$ cat config.mk
export PLATFORM = sky130hd
export DESIGN_NAME = tone_freq_detector
export DESIGN_NICKNAME = d
export VERILOG_FILES = /design/src/rtl/tone_freq_pkg.sv /design/src/rtl/zero_cross_detector.sv /design/src/rtl/tone_freq_detector.sv
export SDC_FILE = /design/constraint.sdc
export NUM_CORES = 1
export LEC_CHECK = 0
export CAP_MARGIN = 5
export CORE_UTILIZATION = 51
export CTS_CLUSTER_SIZE = 24
export DETAILED_ROUTE_END_ITERATION = 10
export GPL_ROUTABILITY_DRIVEN = 0
export PLACE_DENSITY = 0.83
export SYNTH_ARGS = -nofsm -noshare
export SYNTH_HDL_FRONTEND = slang
export SYNTH_SLANG_ARGS = --single-unit
export TNS_END_PERCENT = 20
$ cat constraint.sdc
create_clock -name CLOCK_50 -period 3.2 [get_ports CLOCK_50]
set_clock_uncertainty 0.15 [all_clocks]
set_input_delay 0.32 -clock CLOCK_50 [delete_from_list [all_inputs] [get_ports CLOCK_50]]
set_output_delay 0.32 -clock CLOCK_50 [all_outputs]
set_load 0.01 [all_outputs]
$ cat src/rtl/tone_freq_pkg.sv
// Shared types and decode constants for the tone frequency detector.
// The decoder reverses the tone generator's period = code * 2^STEP_SHIFT + TONE_BASE.
package tone_freq_pkg;

  typedef enum logic [1:0] {SYNC, MEAS, DECODE} state_t;
  typedef enum logic [1:0] {UNK, NEG, POS} pol_t;

  localparam int CODE_W     = 4;
  localparam int SUM_W      = 23;
  localparam int TONE_BASE  = 6002;
  localparam int STEP_SHIFT = 16;
  localparam int ROUND_OFS  = (1 << (STEP_SHIFT - 1)) - TONE_BASE;  // 26766

  localparam logic [CODE_W-1:0] CODE_MAX = '1;

  // Average of four periods, rounded to the nearest code step, clamped to the top code.
  function automatic logic [CODE_W-1:0] decode_period(input logic [SUM_W-1:0] sum,
                                                     input int ofs, input int shift);
    logic [SUM_W:0] acc;
    acc = ({1'b0, sum} >> 2) + (SUM_W + 1)'(ofs);
    acc = acc >> shift;
    return (acc > (SUM_W + 1)'(CODE_MAX)) ? CODE_MAX : acc[CODE_W-1:0];
  endfunction

endpackage

$ cat src/rtl/zero_cross_detector.sv
// Hysteresis polarity tracker: flags a rising crossing when a sample above +THRESH
// follows a remembered negative polarity.
module zero_cross_detector
  import tone_freq_pkg::*;
#(
  parameter logic signed [31:0] THRESH = 32'sd1000000
) (
  input  logic               CLOCK_50,
  input  logic               resetn,
  input  logic               sample_valid,
  input  logic signed [31:0] sample,
  input  logic               clear_pol,
  output logic               rise
);

  localparam logic signed [31:0] NEG_THRESH = -THRESH;

  pol_t pol, pol_next;
  logic above, below;

  assign above = sample > THRESH;
  assign below = sample < NEG_THRESH;
  assign rise  = sample_valid && above && (pol == NEG);

  // NOTE: assign every always_comb output a default first, so no path leaves it
  // unassigned and a latch is never inferred.
  always_comb begin
    pol_next = pol;
    if (sample_valid) begin
      if (above)      pol_next = POS;
      else if (below) pol_next = NEG;
    end
  end

  // NOTE: registers use non-blocking <= so every flop samples pre-edge values,
  // independent of statement order across always_ff blocks.
  always_ff @(posedge CLOCK_50) begin
    if (!resetn || clear_pol) pol <= UNK;
    else                      pol <= pol_next;
  end

endmodule

$ cat src/rtl/tone_freq_detector.sv
// Measures the period of a received square-wave tone over 4-period windows and
// publishes the 4-bit code once two consecutive windows agree.
module tone_freq_detector
  import tone_freq_pkg::*;
#(
  parameter logic signed [31:0] THRESH     = 32'sd1000000,
  parameter int                 MIN_PERIOD = 4096,
  parameter int                 TIMEOUT    = 2097152,
  parameter int                 DEC_SHIFT  = tone_freq_pkg::STEP_SHIFT,
  parameter int                 DEC_OFS    = tone_freq_pkg::ROUND_OFS
) (
  input  logic               CLOCK_50,
  input  logic               resetn,
  input  logic               audio_in_available,
  input  logic signed [31:0] left_channel_audio_in,
  output logic               read_audio_in,
  output logic [CODE_W-1:0]  frequency,
  output logic               freq_valid,
  output logic               silent
);

  // Wide enough to hold TIMEOUT itself so the saturated value is distinct.
  localparam int CNT_W = $clog2(TIMEOUT + 1);
  localparam logic [CNT_W-1:0] MIN_C = CNT_W'(MIN_PERIOD);
  localparam logic [CNT_W-1:0] TO_C  = CNT_W'(TIMEOUT);
  localparam logic [CNT_W-1:0] TO_M1 = CNT_W'(TIMEOUT - 1);

  state_t             state, state_next;
  logic [CNT_W-1:0]   cnt;
  logic [SUM_W-1:0]   sum;
  logic [1:0]         k;
  logic [CODE_W-1:0]  cand, est;
  logic               cand_ok;
  logic               rise, timeout_hit, cnt_clr, acc_en;

  assign read_audio_in = audio_in_available & resetn;

  zero_cross_detector #(.THRESH(THRESH)) u_zc (
    .CLOCK_50     (CLOCK_50),
    .resetn       (resetn),
    .sample_valid (read_audio_in),
    .sample       (left_channel_audio_in),
    .clear_pol    (timeout_hit),
    .rise         (rise)
  );

  // Fires only on the cycle cnt steps onto TIMEOUT, so a saturated counter
  // does not keep re-arming the silence reset.
  assign timeout_hit = (cnt == TO_M1);
  assign est         = decode_period(sum, DEC_OFS, DEC_SHIFT);

  always_ff @(posedge CLOCK_50) begin
    if (!resetn) state <= SYNC;
    else         state <= state_next;
  end

  always_comb begin
    state_next = state;
    cnt_clr    = 1'b0;
    acc_en     = 1'b0;
    if (timeout_hit) begin
      state_next = SYNC;
    end else begin
      case (state)
        SYNC: if (rise) begin
          cnt_clr    = 1'b1;
          state_next = MEAS;
        end
        MEAS: if (rise && cnt >= MIN_C) begin
          acc_en  = 1'b1;
          cnt_clr = 1'b1;
          if (k == 2'd3) state_next = DECODE;
        end
        DECODE: begin
          cnt_clr    = rise;
          state_next = MEAS;
        end
        default: state_next = SYNC;
      endcase
    end
  end

  always_ff @(posedge CLOCK_50) begin
    if (!resetn) begin
      cnt        <= '0;
      sum        <= '0;
      k          <= '0;
      cand       <= '0;
      cand_ok    <= 1'b0;
      frequency  <= '0;
      freq_valid <= 1'b0;
      silent     <= 1'b1;
    end else begin
      freq_valid <= 1'b0;
      if (cnt_clr)         cnt <= '0;
      else if (cnt != TO_C) cnt <= cnt + 1'b1;

      if (timeout_hit) begin
        silent    <= 1'b1;
        frequency <= '0;
        sum       <= '0;
        k         <= '0;
        cand_ok   <= 1'b0;
      end else begin
        if (acc_en) begin
          sum <= sum + SUM_W'(cnt);
          k   <= k + 2'd1;
        end
        if (state == DECODE) begin
          if (cand_ok && est == cand) begin
            frequency  <= est;
            freq_valid <= 1'b1;
            silent     <= 1'b0;
          end
          cand    <= est;
          cand_ok <= 1'b1;
          sum     <= '0;
        end
      end
    end
  end

endmodule
==> summary.log, run 1 <==
INFO  outcome        run_status=complete, no violations
INFO  sta            rsz_0062_raised_after_global_routing=no
INFO  synthesis      netlist_top_cells_count=69 x nor2_1, 62 x dfxtp_1, 50 x nand2_1
INFO  synthesis      synth_most_common_cell=nor2_1
INFO  setup_path     timing.setup.critical_path_class=flop to flop
INFO  clocking       postCtsHoldBufs=0
INFO  pwr            lkg_pwr=0.00190uW
INFO  sta            final.min_clock_period=3.00ns
INFO  pwr            clock_power_share=47.9%
INFO  global_route   grt.total_usage=24.6%
INFO  die            start_util=52.4%
INFO  pwr            power.combinational.fraction=5.9%
INFO  die            placementRows=32
INFO  clocking       cts_tree=yes
INFO  sta            timing_hold_violations_final=0
INFO  pwr            ir_drop=0.000187V
INFO  synthesis      syn-mean-instance-area=7.93um2
INFO  synthesis      async_reset_ff_share=0%
INFO  die            design.portCount=42
INFO  finish         design.final.nets=615
INFO  clocking       clkLatencyLatePin=0.35ns
INFO  synthesis      main_combinational_cell_family_by_area_after_synthesis=simple AND/OR/NAND/NOR gates
INFO  clocking       post_cts_buffers=0
INFO  clocking       postCtsResizedCells=0
INFO  pwr            cellInternalPower=1280uW
INFO  pwr            power_switching_share=24.2%
INFO  sta            worst-slew-pin-transition=0.565ns
INFO  setup_path     cp_slowest_stage_delay=0.46ns
INFO  drt            initial_drt_pass_iterations=5
INFO  pwr            p_per_area=351nW/um2
INFO  die            die_area=8260um2
INFO  setup_path     slowest_stage=fa_1
INFO  clocking       cts_num_sinks=62
INFO  synthesis      synth_top_area_share=30.8%
INFO  setup_path     path_max_fanout=6
INFO  synthesis      yosys_cell_types=58
INFO  die            dieHeight=90.9um
INFO  sta            max_clock_freq=333MHz
INFO  synthesis      synth.mux.area_fraction=3.85%
INFO  global_route   grt_overflow=0
INFO  global_route   first_global_vias=3,706
INFO  sta            setup_violations_final=0
INFO  synthesis      simple_gate_share_of_the_synthesized_area=27.9%
INFO  synthesis      synthXorXnorAreaFrac=6.96%
INFO  synthesis      postSynth.topFlopCell=dfxtp_1
INFO  synthesis      netlist_area_pre_place=4030um2
INFO  synthesis      synth_nets=569
INFO  pwr            sequentialPowerShare=46.2%
INFO  placement      dp_hpwl=7.30mm
INFO  worst_hold_path hold_path.class=flop to flop
INFO  synthesis      syn_inst=508
INFO  finish         n_antenna_cell=0
INFO  die            design.core.area=7690um2
INFO  drt            average_vias_per_placed_instance=5.87
INFO  sta            worst_slew_slack_as_a_fraction_of_its_limit=62.1%
INFO  pwr            p_total=1690uW
INFO  setup_path     worstSetupEndpointType=flop
INFO  synthesis      netlist.top_cell.by_area=dfxtp_1
INFO  drt            route.detailed.wl_per_inst=15.1um
INFO  die            die_x=90.9um
INFO  sta            timing.final.crit_share=93.8%
INFO  placement      place.port_buffers=41
INFO  global_route   global_route_wire_length_before_repair=16.6mm
INFO  drt            final_antenna_net_count=0
INFO  synthesis      synth.area.top_cells=dfxtp_1 31%, ha_1 7.8%, nor2_1 6.4%, xnor2_1 4.8%, nand2_1 4.7%
INFO  finish         post_route_cells_drive_above_1_share=6.98%
INFO  finish         area_delta_synth_final=19.8%
INFO  setup_path     cp_data_required_time=3.34ns
INFO  clocking       clkTransAtPathRegs=0.09ns
INFO  setup_path     cp-start-kind=flop
INFO  sta            setup-tns-final=0ns
INFO  clocking       cts-root-to-sink-buffers=2
INFO  drt            drt-initial-drc-count=154
INFO  synthesis      ys_seq_elements=62
INFO  synthesis      synth_edf_count=0
INFO  global_route   grt_antenna_before_repair=0
INFO  clocking       ctsRootBufferMaster=clkbuf_8
INFO  sta            timing.final.max_slew_violations=0
INFO  synthesis      fraction_of_the_mapped_netlist_area_in_compound_gates=19.2%
INFO  clocking       numCtsBuffers=9
INFO  pwr            p_sw=409uW
INFO  global_route   grt_start_max_net_pins=23
INFO  drt            detail_route.drc_violations=0
INFO  drt            routed_wl=9.98mm
INFO  clocking       ctsHtreeMaxLevel=3
INFO  job            cap_violations=0
INFO  synthesis      ys_warns=0
INFO  setup_path     timing.critical_path.cells=inv_1 > fa_1 > nor2b_1 > o31a_1 > o221ai_1 > a21oi_2 > o41ai_2 > o311a_1 > a211oi_1 > mux2i_1
INFO  drt            route.vias.total=3,878
INFO  setup_path     worst-endpoint-arrival=3.14ns
INFO  synthesis      yosys.area_share.adder=8.26%
INFO  synthesis      sequential_to_total_area_share_from_yosys_stat=30.8%
-- cell usage in the layout (no fill, tap or decap), drive strengths merged, types with 9 or more instances in the layout --
cell type,netlist,routed
nand2,50,50
clkdlybuf4s50,0,41
mux2i,14,14
and3,16,16
ha,25,25
nor2,69,69
nand4,12,12
xnor2,22,22
xor2,10,10
o21ai,23,23
nand3,25,25
nor4,10,10
dfxtp,62,62
inv,17,21
clkbuf,10,9
a21oi,32,32
-- per-stage QoR --
step / hold slack, ns / cells / area [um2] / util, % / setup WS, ns
after floorplan: 0.286 / 508 / 4030 / - / 0.453
after global placement: 0.285 / 645 / 4580 / 59.6 / 0.186
after detailed placement: 0.289 / 645 / 4580 / 59.6 / 0.0794
after CTS: 0.309 / 661 / 4810 / 62.5 / 0.0638
after global routing: 0.342 / 661 / 4830 / 62.8 / 0.0491
final: 0.310 / 661 / 4830 / 62.8 / 0.200
-- state kept, by name, indices dropped and copies added, names as in the netlist --
signal / flops
silent: 1
k: 2
u_zc.pol: 2
state: 2
cnt: 22
frequency: 4
cand_ok: 1
sum: 23
cand: 4
freq_valid: 1
-- logic make-up (layout without fill, tap and decap cells) --
| kind of cell | Yosys count | after routing |
|---|---|---|
| AO/OA/AOI/OAI | 112 | 112 |
| XOR/XNOR | 32 | 32 |
| adder cells (fa/ha/maj) | 26 | 26 |
| buffers and inverters | 31 | 82 |
| flip-flops | 62 | 62 |
| multiplexers | 15 | 15 |
| AND/OR/NAND/NOR | 230 | 230 |
-- power groups by stage --
stage	combinational (uW)	sequential, uW	clock [uW]
after floorplan	36.7	798	0
after global placement	97.2	798	0
after detailed placement	98.7	799	0
after CTS	99.7	781	822
after global routing	109	782	855
final	100	781	811
-- worst paths after layout --
check	start	endpoint	slack, ns	depth (start not counted)
worst max-delay path	cnt[1]	sum[22]	0.20	10
worst min-delay path	silent	silent	0.31	1
worst max register to register	cnt[1]	sum[22]	0.20	10
worst min register to register	silent	silent	0.31	1
-- per-layer routing --
layer / global-route usage, % / routed length, um / part of all wire, %
met5: 0 / 0 / 0
met4: 11.6 / 127 / 1.3
met3: 4.55 / 479 / 4.8
met2: 41.0 / 4810 / 48
met1: 30.5 / 4560 / 46
-- area by class of cell --
type,instances,area [um2]
Tap cell,102,128
Sequential cell,62,1240
Clock buffer,9,124
Multi-Input combinational cell,415,2680
Clock inverter,7,103
Inverter,17,63.8
Timing Repair Buffer,49,483
Fill cell,683,2860
-- critical path, delay by kind of cell (launching register included) --
family | cells | cell delay [ns]
AO/OA/AOI/OAI | 6 | 1.38
multiplexers | 1 | 0.22
adder cells (fa/ha/maj) | 1 | 0.46
buffers and inverters | 1 | 0.12
flip-flops | 1 | 0.44
AND/OR/NAND/NOR | 1 | 0.16
Power figures use the tool's default switching activity.
==> run 2: changes to the inputs <==
Settings changed: CORE_UTILIZATION 51 to 57, PLACE_DENSITY 0.83 to 0.9.
==> summary.log, run 2 (same netlist as run 1, synthesis figures left out) <==
INFO  setup_path     ff2ff_setup_slack=0.17ns [-0.03 ns]
INFO  global_route   grt_start_max_net_pins=23 [unchanged]
INFO  sta            timing_hold_violations_final=0 [unchanged]
INFO  setup_path     critical_path.reg2reg.startpoint=cnt[0]
INFO  setup_path     path_max_fanout=5 [-1]
INFO  global_route   first_global_vias=3,691 [-0.40%]
INFO  sta            timing.final.crit_share=94.8% [+1.0 points]
INFO  finish         largest-register=sum
INFO  drt            final_antenna_net_count=0 [unchanged]
INFO  drt            route.vias.total=3,929 [+1.3%]
INFO  worst_hold_path hold_path.class=flop to flop
INFO  die            dieHeight=86.1um [-5.3%]
INFO  finish         design.final.nets=615 [unchanged]
INFO  die            design.core.area=6790um2 [-12%]
INFO  drt            detail_route.drc_violations=0 [unchanged]
INFO  finish         final_common_cell=nor2_1
INFO  finish         final_cell_mix=69 x nor2_1, 62 x dfxtp_1, 50 x nand2_1
INFO  setup_path     slowest_stage=dfxtp_1
INFO  setup_path     cp_data_required_time=3.33ns [about the same]
INFO  setup_path     worstSetupEndpointType=flop
INFO  drt            initial_drt_pass_iterations=4 [-1]
INFO  pwr            lkg_pwr=0.00190uW [about the same]
INFO  finish         largest_register_ffs=23 [unchanged]
INFO  finish         registers_with_the_highest_flip_flop_counts=sum x23, cnt x22
INFO  pwr            p_sw=376uW [-8.1%]
INFO  die            start_util=59.3% [+6.9 points]
INFO  pwr            p_per_area=357nW/um2 [+1.8%]
INFO  setup_path     wp_buf_inv=1 [unchanged]
INFO  finish         post_route_cells_drive_above_1_share=6.80% [-0.18 points]
INFO  setup_path     timing.setup.critical_path_class=flop to flop
INFO  finish         fillCellCount=526 [-23%]
INFO  drt            drt-initial-drc-count=226 [+47%]
INFO  clocking       ctsHtreeMaxLevel=3 [unchanged]
INFO  worst_hold_path hold_end=silent
INFO  finish         area_delta_synth_final=20.1%
INFO  drt            route.detailed.wl_per_inst=15.4um [+2.3%]
INFO  die            design.portCount=42 [unchanged]
INFO  job            cap_violations=0 [unchanged]
INFO  global_route   grt_antenna_before_repair=0 [unchanged]
INFO  setup_path     cp-start-kind=flop
INFO  worst_hold_path worst_hold_startpoint=silent
INFO  clocking       ctsRootBufferMaster=clkbuf_8
INFO  clocking       numCtsBuffers=9 [unchanged]
INFO  placement      dp_hpwl=7.36mm [+0.89%]
INFO  setup_path     cp_slowest_stage_delay=0.40ns [-0.06 ns]
INFO  sta            worst_slew_slack_as_a_fraction_of_its_limit=63.2% [+1.2 points]
INFO  sta            max_clock_freq=330MHz [-1.1%]
INFO  finish         fin_util=71.2% [+8.4 points]
INFO  finish         fin_cells=655 [-0.91%]
INFO  drt            average_vias_per_placed_instance=6.00 [+2.2%]
INFO  setup_path     timing.critical_path.cells=ha_1 > inv_1 > fa_1 > nor2b_1 > o31a_1 > o221ai_2 > a21oi_2 > o41ai_2 > o311a_1 > a211oi_1 > mux2i_1
INFO  die            die_x=86.1um [-5.3%]
INFO  setup_path     worst-endpoint-arrival=3.16ns [+0.02 ns]
INFO  clocking       clkTransAtPathRegs=0.08ns [about the same]
INFO  outcome        run_status=complete, no violations
INFO  pwr            power_switching_share=21.8% [-2.4 points]
INFO  sta            setup_violations_final=0 [unchanged]
INFO  pwr            ir_drop=0.000236V [+26%]
INFO  global_route   grt_overflow=0 [unchanged]
INFO  drt            routed_wl=10.1mm [+1.4%]
INFO  pwr            power.combinational.fraction=5.8% [about the same]
INFO  sta            rsz_0062_raised_after_global_routing=no
INFO  worst_hold_path holdPathStages=1 [unchanged]
INFO  sta            setup-tns-final=0ns [unchanged]
INFO  global_route   grt.total_usage=28.5% [+3.9 points]
INFO  finish         n_antenna_cell=0 [unchanged]
INFO  pwr            p_total=1730uW [+2.1%]
INFO  pwr            clock_power_share=49.0% [+1.1 points]
INFO  clocking       cts_tree=yes
INFO  die            die_area=7410um2 [-10%]
INFO  placement      place.port_buffers=41 [unchanged]
INFO  pwr            cellInternalPower=1350uW [+5.3%]
INFO  setup_path     path_delay_family=compound AO/OA/AOI/OAI gates
INFO  clocking       cts-root-to-sink-buffers=2 [unchanged]
INFO  sta            worst-slew-pin-transition=0.548ns [-0.0170 ns]
INFO  setup_path     number_of_cell_instances_on_the_worst_register_to_register_path=11 [+1]
INFO  clocking       clkLatencyLatePin=0.35ns [about the same]
INFO  clocking       cts_num_sinks=62 [unchanged]
INFO  sta            timing.final.max_slew_violations=0 [unchanged]
INFO  global_route   global_route_wire_length_before_repair=17.0mm [+2.6%]
INFO  sta            final.min_clock_period=3.03ns [+0.0320 ns]
INFO  placement      place.detailed.instances=639 [-0.93%]
INFO  die            placementRows=30 [-6.3%]
INFO  pwr            sequentialPowerShare=45.2% [-1.0 points]
INFO  setup_path     timing.rr.end=sum[22]
-- run 2: power groups by stage --
| stage | registers [uW] | clock network (uW) | logic [uW] |
|---|---|---|---|
| 3_3_place_gp | 798 | 0 | 97.0 |
| 2_1_floorplan | 798 | 0 | 36.7 |
| 4_1_cts | 781 | 852 | 99.3 |
| 5_1_grt | 782 | 890 | 108 |
| 3_5_place_dp | 799 | 0 | 98.8 |
| 6_report | 781 | 847 | 99.5 |
-- run 2: worst max path at each step --
stage	from	end	slack, ns	depth (start not counted)
floorplan	cnt[0]	sum[22]	0.45	11
global placement	cnt[0]	sum[20]	0.17	11
detailed placement	cnt[0]	sum[20]	0.07	11
CTS	cnt[0]	sum[22]	0.04	11
global route	cnt[0]	sum[22]	0.02	11
finish	cnt[0]	sum[22]	0.17	11
-- run 2: layout make-up --
class | count | area (um2) | area share, %
clock buffers | 9 | 124 | 2.56
clock inverters | 7 | 123 | 2.53
inverters | 17 | 63.8 | 1.32
multi-input cells | 415 | 2680 | 55.5
flip-flops and latches | 62 | 1240 | 25.7
repair buffers | 49 | 483 | 9.98
well taps | 96 | 120 | 2.48
-- run 2: metrics by stage --
stage / instance area (um2) / setup WS (ns) / hold WS (ns)
2_1_floorplan: 4030 / 0.453 / 0.286
3_3_place_gp: 4570 / 0.175 / 0.288
3_5_place_dp: 4570 / 0.0679 / 0.299
4_1_cts: 4820 / 0.0351 / 0.317
5_1_grt: 4840 / 0.0154 / 0.333
6_report: 4840 / 0.168 / 0.314
-- run 2: worst reg2reg max path, stage by stage, from the launching register on --
cell and delay, ns:
dfxtp_1 0.40, ha_1 0.23, inv_1 0.07, fa_1 0.40, nor2b_1 0.19, o31a_1 0.23
o221ai_2 0.15, a21oi_2 0.21, o41ai_2 0.13, o311a_1 0.36, a211oi_1 0.26, mux2i_1 0.20
-- run 2: per-layer routing --
metal | part of all wire [%] | routed length (um) | up-vias | global-route usage [%]
li1 | - | - | 1937 | -
met1 | 43 | 4400 | 1852 | 34.2
met2 | 49 | 4970 | 123 | 50.9
met3 | 6.0 | 602 | 17 | 6.83
met4 | 1.5 | 150 | 0 | 7.27
met5 | 0 | 0 | - | 0
-- run 2: what timing repair did --
item | 4_1_cts | 5_1_grt
endpoints found under the setup margin | 0 | 2
buffers inserted | 0 | 0
resized for setup | 0 | 3
hold buffers | 0 | 0
